[src/rtl/ex_mem_skid_reg.sv]
// EX/MEM pipeline boundary register. This is a two-entry skid buffer with a registered in_ready,
// so MEM back-pressure never combinationally reaches EX.
module ex_mem_skid_reg #(
  parameter int unsigned DATA_W = 64,
  parameter int unsigned REG_W  = 5,
  parameter int unsigned CNT_W  = 16
) (
  input  logic              clk,
  input  logic              reset,
  input  logic              flush,
  input  logic              in_valid,
  output logic              in_ready,
  input  logic [DATA_W-1:0] address_EX,
  input  logic [DATA_W-1:0] Rd2_Reg_out_EX,
  input  logic [REG_W-1:0]  Rd_EX,
  input  logic              MemRead_EX,
  input  logic              MemWrite_EX,
  input  logic              RegWrite_EX,
  input  logic              MemToReg_EX,
  output logic              out_valid,
  input  logic              out_ready,
  output logic [DATA_W-1:0] address_MEM,
  output logic [DATA_W-1:0] Rd2_Reg_out_MEM,
  output logic [REG_W-1:0]  Rd_MEM,
  output logic              MemRead_MEM,
  output logic              MemWrite_MEM,
  output logic              RegWrite_MEM,
  output logic              MemToReg_MEM,
  output logic [CNT_W-1:0]  stall_count
);

  typedef enum logic [1:0] {EMPTY, BUSY, FULL} state_t;

  typedef struct packed {
    logic [DATA_W-1:0] addr;
    logic [DATA_W-1:0] data;
    logic [REG_W-1:0]  rd;
    logic              mem_read;
    logic              mem_write;
    logic              reg_write;
    logic              mem_to_reg;
  } beat_t;

  state_t state;
  beat_t  main_q;
  beat_t  skid_q;
  beat_t  in_beat;
  logic   accept;
  logic   issue;

  always_comb begin
    in_beat            = '0;
    in_beat.addr       = address_EX;
    in_beat.data       = Rd2_Reg_out_EX;
    in_beat.rd         = Rd_EX;
    in_beat.mem_read   = MemRead_EX;
    in_beat.mem_write  = MemWrite_EX;
    in_beat.reg_write  = RegWrite_EX;
    in_beat.mem_to_reg = MemToReg_EX;
  end

  assign accept = in_valid & in_ready;
  assign issue  = out_valid & out_ready;

  always_ff @(posedge clk or negedge reset) begin
    if (!reset) begin
      state       <= EMPTY;
      in_ready    <= 1'b1;
      out_valid   <= 1'b0;
      main_q      <= '0;
      skid_q      <= '0;
      stall_count <= '0;
    end else begin
      if (in_valid && !in_ready && (stall_count != '1))
        stall_count <= stall_count + 1'b1;

      // Flush only resets the handshake state; the entries keep their data so
      // the MEM-side data fields hold their last value while invalid.
      if (flush) begin
        state     <= EMPTY;
        in_ready  <= 1'b1;
        out_valid <= 1'b0;
      end else begin
        unique case (state)
          EMPTY: begin
            if (accept) begin
              main_q    <= in_beat;
              state     <= BUSY;
              out_valid <= 1'b1;
            end
          end
          BUSY: begin
            if (accept && issue) begin
              main_q <= in_beat;
            end else if (accept) begin
              skid_q   <= in_beat;
              state    <= FULL;
              in_ready <= 1'b0;
            end else if (issue) begin
              state     <= EMPTY;
              out_valid <= 1'b0;
            end
          end
          FULL: begin
            if (issue) begin
              main_q   <= skid_q;
              state    <= BUSY;
              in_ready <= 1'b1;
            end
          end
          default: begin
            state     <= EMPTY;
            in_ready  <= 1'b1;
            out_valid <= 1'b0;
          end
        endcase
      end
    end
  end

  assign address_MEM     = main_q.addr;
  assign Rd2_Reg_out_MEM = main_q.data;
  assign Rd_MEM          = main_q.rd;
  assign MemRead_MEM     = main_q.mem_read  & out_valid;
  assign MemWrite_MEM    = main_q.mem_write & out_valid;
  assign RegWrite_MEM    = main_q.reg_write & out_valid;
  assign MemToReg_MEM    = main_q.mem_to_reg;

endmodule
[config.mk]
export PLATFORM = sky130hd
export DESIGN_NAME = ex_mem_skid_reg
export DESIGN_NICKNAME = d
export VERILOG_FILES = /design/src/rtl/ex_mem_skid_reg.sv
export SDC_FILE = /design/constraint.sdc
export NUM_CORES = 1
export LEC_CHECK = 0
export ABC_AREA = 1
export CORE_UTILIZATION = 51
export DETAILED_ROUTE_END_ITERATION = 10
export PLACE_DENSITY_LB_ADDON = 0.25
export SYNTH_ARGS = -nofsm -noshare
export SYNTH_HDL_FRONTEND = slang
export SYNTH_SLANG_ARGS = --single-unit
[constraint.sdc]
create_clock -name clk -period 1.9 [get_ports clk]
set_input_delay 0.285 -clock clk [delete_from_list [all_inputs] [get_ports clk]]
set_output_delay 0.285 -clock clk [all_outputs]
set_load 0.01 [all_outputs]
# Word-level counts from Yosys, hierarchy flattened
# Cells that the tools add are included.
# word_totals
register_bits,294
input_bits,142
wordCells,74
# op_classes
add_sub_neg,1
eq_ne,15
muxes,22
bitwise_logic,7
reduce_logical,11
# op_table
cell,n
$mux W137,3
$pmux W137 S3,1
$ne A3 B3 Y1 const B,6
$add A16 B1 Y16 const B,1
$ne A16 B16 Y1 const B,1
$mux W2,6
$reduce_and A4 Y1,3
$ne A2 B2 Y1 const B,5
$reduce_and A5 Y1,2
$mux W1,9
$pmux W1 S3,2
$pmux W2 S3,1
$and A1 B1 Y1,5
$ne A4 B4 Y1 const B,1
$logic_and A1 B1 Y1,3
$reduce_bool A3 Y1,1
$eq A2 B1 Y1 const B,1
$eq A2 B2 Y1 const B,1
$logic_not A2 Y1,1
$not A1 Y1,2
$logic_not A1 Y1,1

# Logic depth before layout (Yosys ltp)
# depth
depth_word,6
depth_mapped,9
depth_no_buf,9

# Worst setup path before layout
# No wires, ideal clock.
# synth_timing
kind,reg-to-reg
startpoint,register stall_count[0]
endpoint,register stall_count[11]
arrival_ps,1522
path_slack_ps,313
stages_incl_launch_ff,10
path_cell_list,dfrtp_1 > ha_1 > inv_1 > nor2_1 > nand2_1 > inv_1 > a21oi_1 > clkbuf_1 > nand2_1 > nand2_1
# synth_via
elab_chain_cells,2
# synth_lines
element,line_no,source
"start, declared",29,output logic [CNT_W-1:0] stall_count
"start signal, assigned",75,stall_count <= stall_count + 1'b1;
"parallel branches: the longest is 2 deep, another holds $add A16 B1 Y16",n/a,
# Parallel ways; which one is timed is not known.
# A chain may end at the register's enable or synchronous reset.

# Final worst setup path
# layout_timing
startpoint,register stall_count[0]
endpoint,output port stall_count[0]
# No word-level cell between the ends.

==> impl_metrics.py <==
metrics = {
    "status": {
        "status": "finished, violations left",
        "violations": "DRC",
    },
    "timing": {
        "setup_viol": 0,
        "relSlewSlack_pct": 65.4,
        "fin_crit_sh_pct": 97.0,
        "clock_skew_ps": 16.4,
        "fmax_ghz": 0.543,
        "slew_violations": 0,
        "hold_violations": 0,
        "period_minus_slack_ps": 1840,
        "rsz0062_at_grt": "no",
        "worst_pin_slew_ps": 519,
    },
    "cts": {
        "root_buffer": "clkbuf_16",
        "clockBufferDepth": 3,
        "clk_pin_slew_ps": 60,
        "cts-htree-levels": 1,
        "cts.sinks": 294,
        "cts_buffers": 30,
        "cts_tree": "done",
        "insertion_delay_ps": 550,
        "post_cts_buffers": 0,
    },
    "global_routing": {
        "grt_pass1_vias": 10300,
        "grt_max_degree": 129,
        "grt_first_pass_wirelength_mm": 52.0,
        "grt_usage_pct": 22.9,
        "antenna_found_initial": 3,
        "gr-total-overflow": 0,
    },
    "die": {
        "die-height_um": 166,
        "core_mm2": 0.0263,
        "io_pins": 297,
        "die-area_mm2": 0.0277,
        "start_util_pct": 52.5,
        "rows": 59,
        "fp.dieW_um": 166,
    },
    "synthesis": {
        "synth.cell_area_mm2": 0.0138,
        "ys_top_cells_by_area": "dfrtp_1 53%, nand2_1 14%, o21ai_0 11%",
        "yosys_warnings": 0,
        "syn_nets": 1792,
        "synth_top_area_share_pct": 53.2,
        "synthCells": 1649,
        "ys_seq_elements": 294,
        "avgSynthCellArea_um2": 8.36,
        "synth_area_leader_cell": "dfrtp_1",
        "synth.distinct_cells": 26,
        "seq_area_frac_synth_pct": 53.4,
    },
    "cells_and_area": {
        "layout_common_cells": "496 x nand2_1, 304 x o21ai_0, 291 x dfrtp_1",
        "final_common_cell": "nand2_1",
        "fillers": 2172,
        "utilization_pct": 66.1,
        "syn_to_final_growth_pct": 26.1,
        "final_area_mm2": 0.0174,
        "nets": 1947,
        "final_layout_size_suffix_gt1_share_pct": 6.51,
    },
    "power_and_ir_drop": {
        "netSwitchingFraction_pct": 32.1,
        "leakage_nw": 7.99,
        "powerDensity_mw_per_mm2": 1450,
        "ir_worst_vdd_uv": 993,
        "intPower_mw": 17.1,
        "p_switching_mw": 8.11,
        "combPwrFrac_pct": 34.1,
        "pwr-share-clk_pct": 24.3,
        "pwr-share-seq_pct": 41.6,
    },
    "setup_path": {
        "r2r_cells": 7,
        "crit_type": "flip-flop to output pin",
        "start_kind": "flip-flop",
        "cp.depth": 1,
        "crit_path_cell_trace": "clkdlybuf4s50_1",
        "max_stage_delay_ps": 580,
        "cp-end-kind": "output pin",
        "path_buf_inv": 1,
        "crit_fanout": 5,
        "reg2reg_setup_slack_ps": 160,
        "crit_arrival_ps": 1560,
        "cp.required_ps": 1620,
        "crit_family": "buffers and inverters",
        "cp_slowest_cell": "clkdlybuf4s50_1",
    },
    "detailed_routing": {
        "drc_errors": 20,
        "post_drt_wl_per_cell_um": 14.3,
        "ant_nets": 0,
        "wirelength_mm": 30.9,
        "drtIter0Drc": 932,
        "vias": 10700,
        "via_per_inst": 4.95,
        "drtPass1Iterations": 9,
    },
    "placed_design": {
        "portBuffers": 296,
        "placed_area_mm2": 0.0163,
        "gp_congestion": 0.846,
        "dpl.hpwl_mm": 21.4,
    },
    "flow_run": {
        "drv_cap": 0,
    },
    "worst_hold_path": {
        "hold_path.class": "input pin to asynchronous set/reset pin",
    },
}
-- power groups by stage --
stage	Clock, mW	Sequential (mW)	Combinational (mW)
3_5_place_dp	0	10.6	8.67
3_3_place_gp	0	10.5	8.37
2_1_floorplan	0	10.1	6.19
6_report	6.13	10.5	8.60
5_1_grt	6.54	10.8	9.57
4_1_cts	6.28	10.5	8.71
-- through the flow --
stage	TNS [ps]	hold slack, ps	total power [mW]	setup slack [ps]	instances
6_report	0	274	25.2	57.3	2164
5_1_grt	0	285	26.9	1.38	2164
4_1_cts	0	251	25.5	12.8	2162
3_5_place_dp	-380	239	19.2	-90.1	2106
3_3_place_gp	0	246	18.9	17.1	2106
2_1_floorplan	0	-10.6	16.3	313	1649
-- state kept, by name (all words and copies together) (netlist names) --
register	count
MemToReg_MEM	1
main_q	3
address_MEM	64
state	2
out_valid	1
stall_count	16
Rd_MEM	5
in_ready	1
skid_q	137
Rd2_Reg_out_MEM	64
-- cells in the mapped netlist (all sizes together) --
| library cell | number |
|---|---|
| o211ai | 1 |
| ha | 1 |
| dfstp | 1 |
| nand2 | 497 |
| dfrtp | 293 |
| a21boi | 1 |
| inv | 162 |
| nand3b | 2 |
| nand3 | 12 |
| xnor2 | 5 |
| a21oi | 2 |
| buf | 197 |
| clkbuf | 26 |
| nor2 | 25 |
| nand4 | 5 |
| o21ai | 418 |
| xor2 | 1 |
-- worst paths after layout --
kind	startpoint	end
setup / recovery	stall_count[0]$_DFFE_PN0P_	stall_count[0]
hold / removal	reset	address_MEM[8]$_DFFE_PN0P_
setup reg to reg	state[0]$_DFFE_PN0P_	Rd2_Reg_out_MEM[33]$_DFFE_PN0P_
hold reg to reg	Rd2_Reg_out_MEM[57]$_DFFE_PN0P_	Rd2_Reg_out_MEM[57]$_DFFE_PN0P_
max in group asynchronous	reset	Rd2_Reg_out_MEM[14]$_DFFE_PN0P_
min in group clk	address_EX[55]	skid_q[128]$_DFFE_PN0P_
-- routing by layer --
| metal | part of all wire (%) | track usage, % |
|---|---|---|
| met1 | 44 | 30.4 |
| met2 | 46 | 36.9 |
| met3 | 6.8 | 5.27 |
| met4 | 3.0 | 7.97 |
| met5 | 0.042 | 0 |
-- what timing repair did --
action	4_1_cts	5_1_grt
endpoints found under the setup margin	5	13
resized for setup	5	3
hold buffers	1	0
endpoints found under the hold margin	40	0
-- cell families (layout without fill, tap and decap cells) --
group           count (synthesis)  in the layout  synth area share [%]
compound gates                422            422                  15.4
xor+xnor                        6              6                 0.381
flops                         294            294                  53.4
simple gates                  541            541                  15.3
buf+inv                       385            563                  15.5
fa+ha+maj                       1              1                0.0908
other cells                     0              2                     0
-- area by class of cell --
type	instances	area, um^2	area share (%)
Inverter	162	608	3.50
Clock buffer	38	872	5.02
Tap cell	335	419	2.41
Sequential cell	294	7360	42.3
Antenna cell	2	5.00	0.0288
Multi-Input combinational cell	970	4300	24.7
Timing Repair Buffer	346	3640	20.9
Clock inverter	17	178	1.02
(Power assumes the default switching activity.)
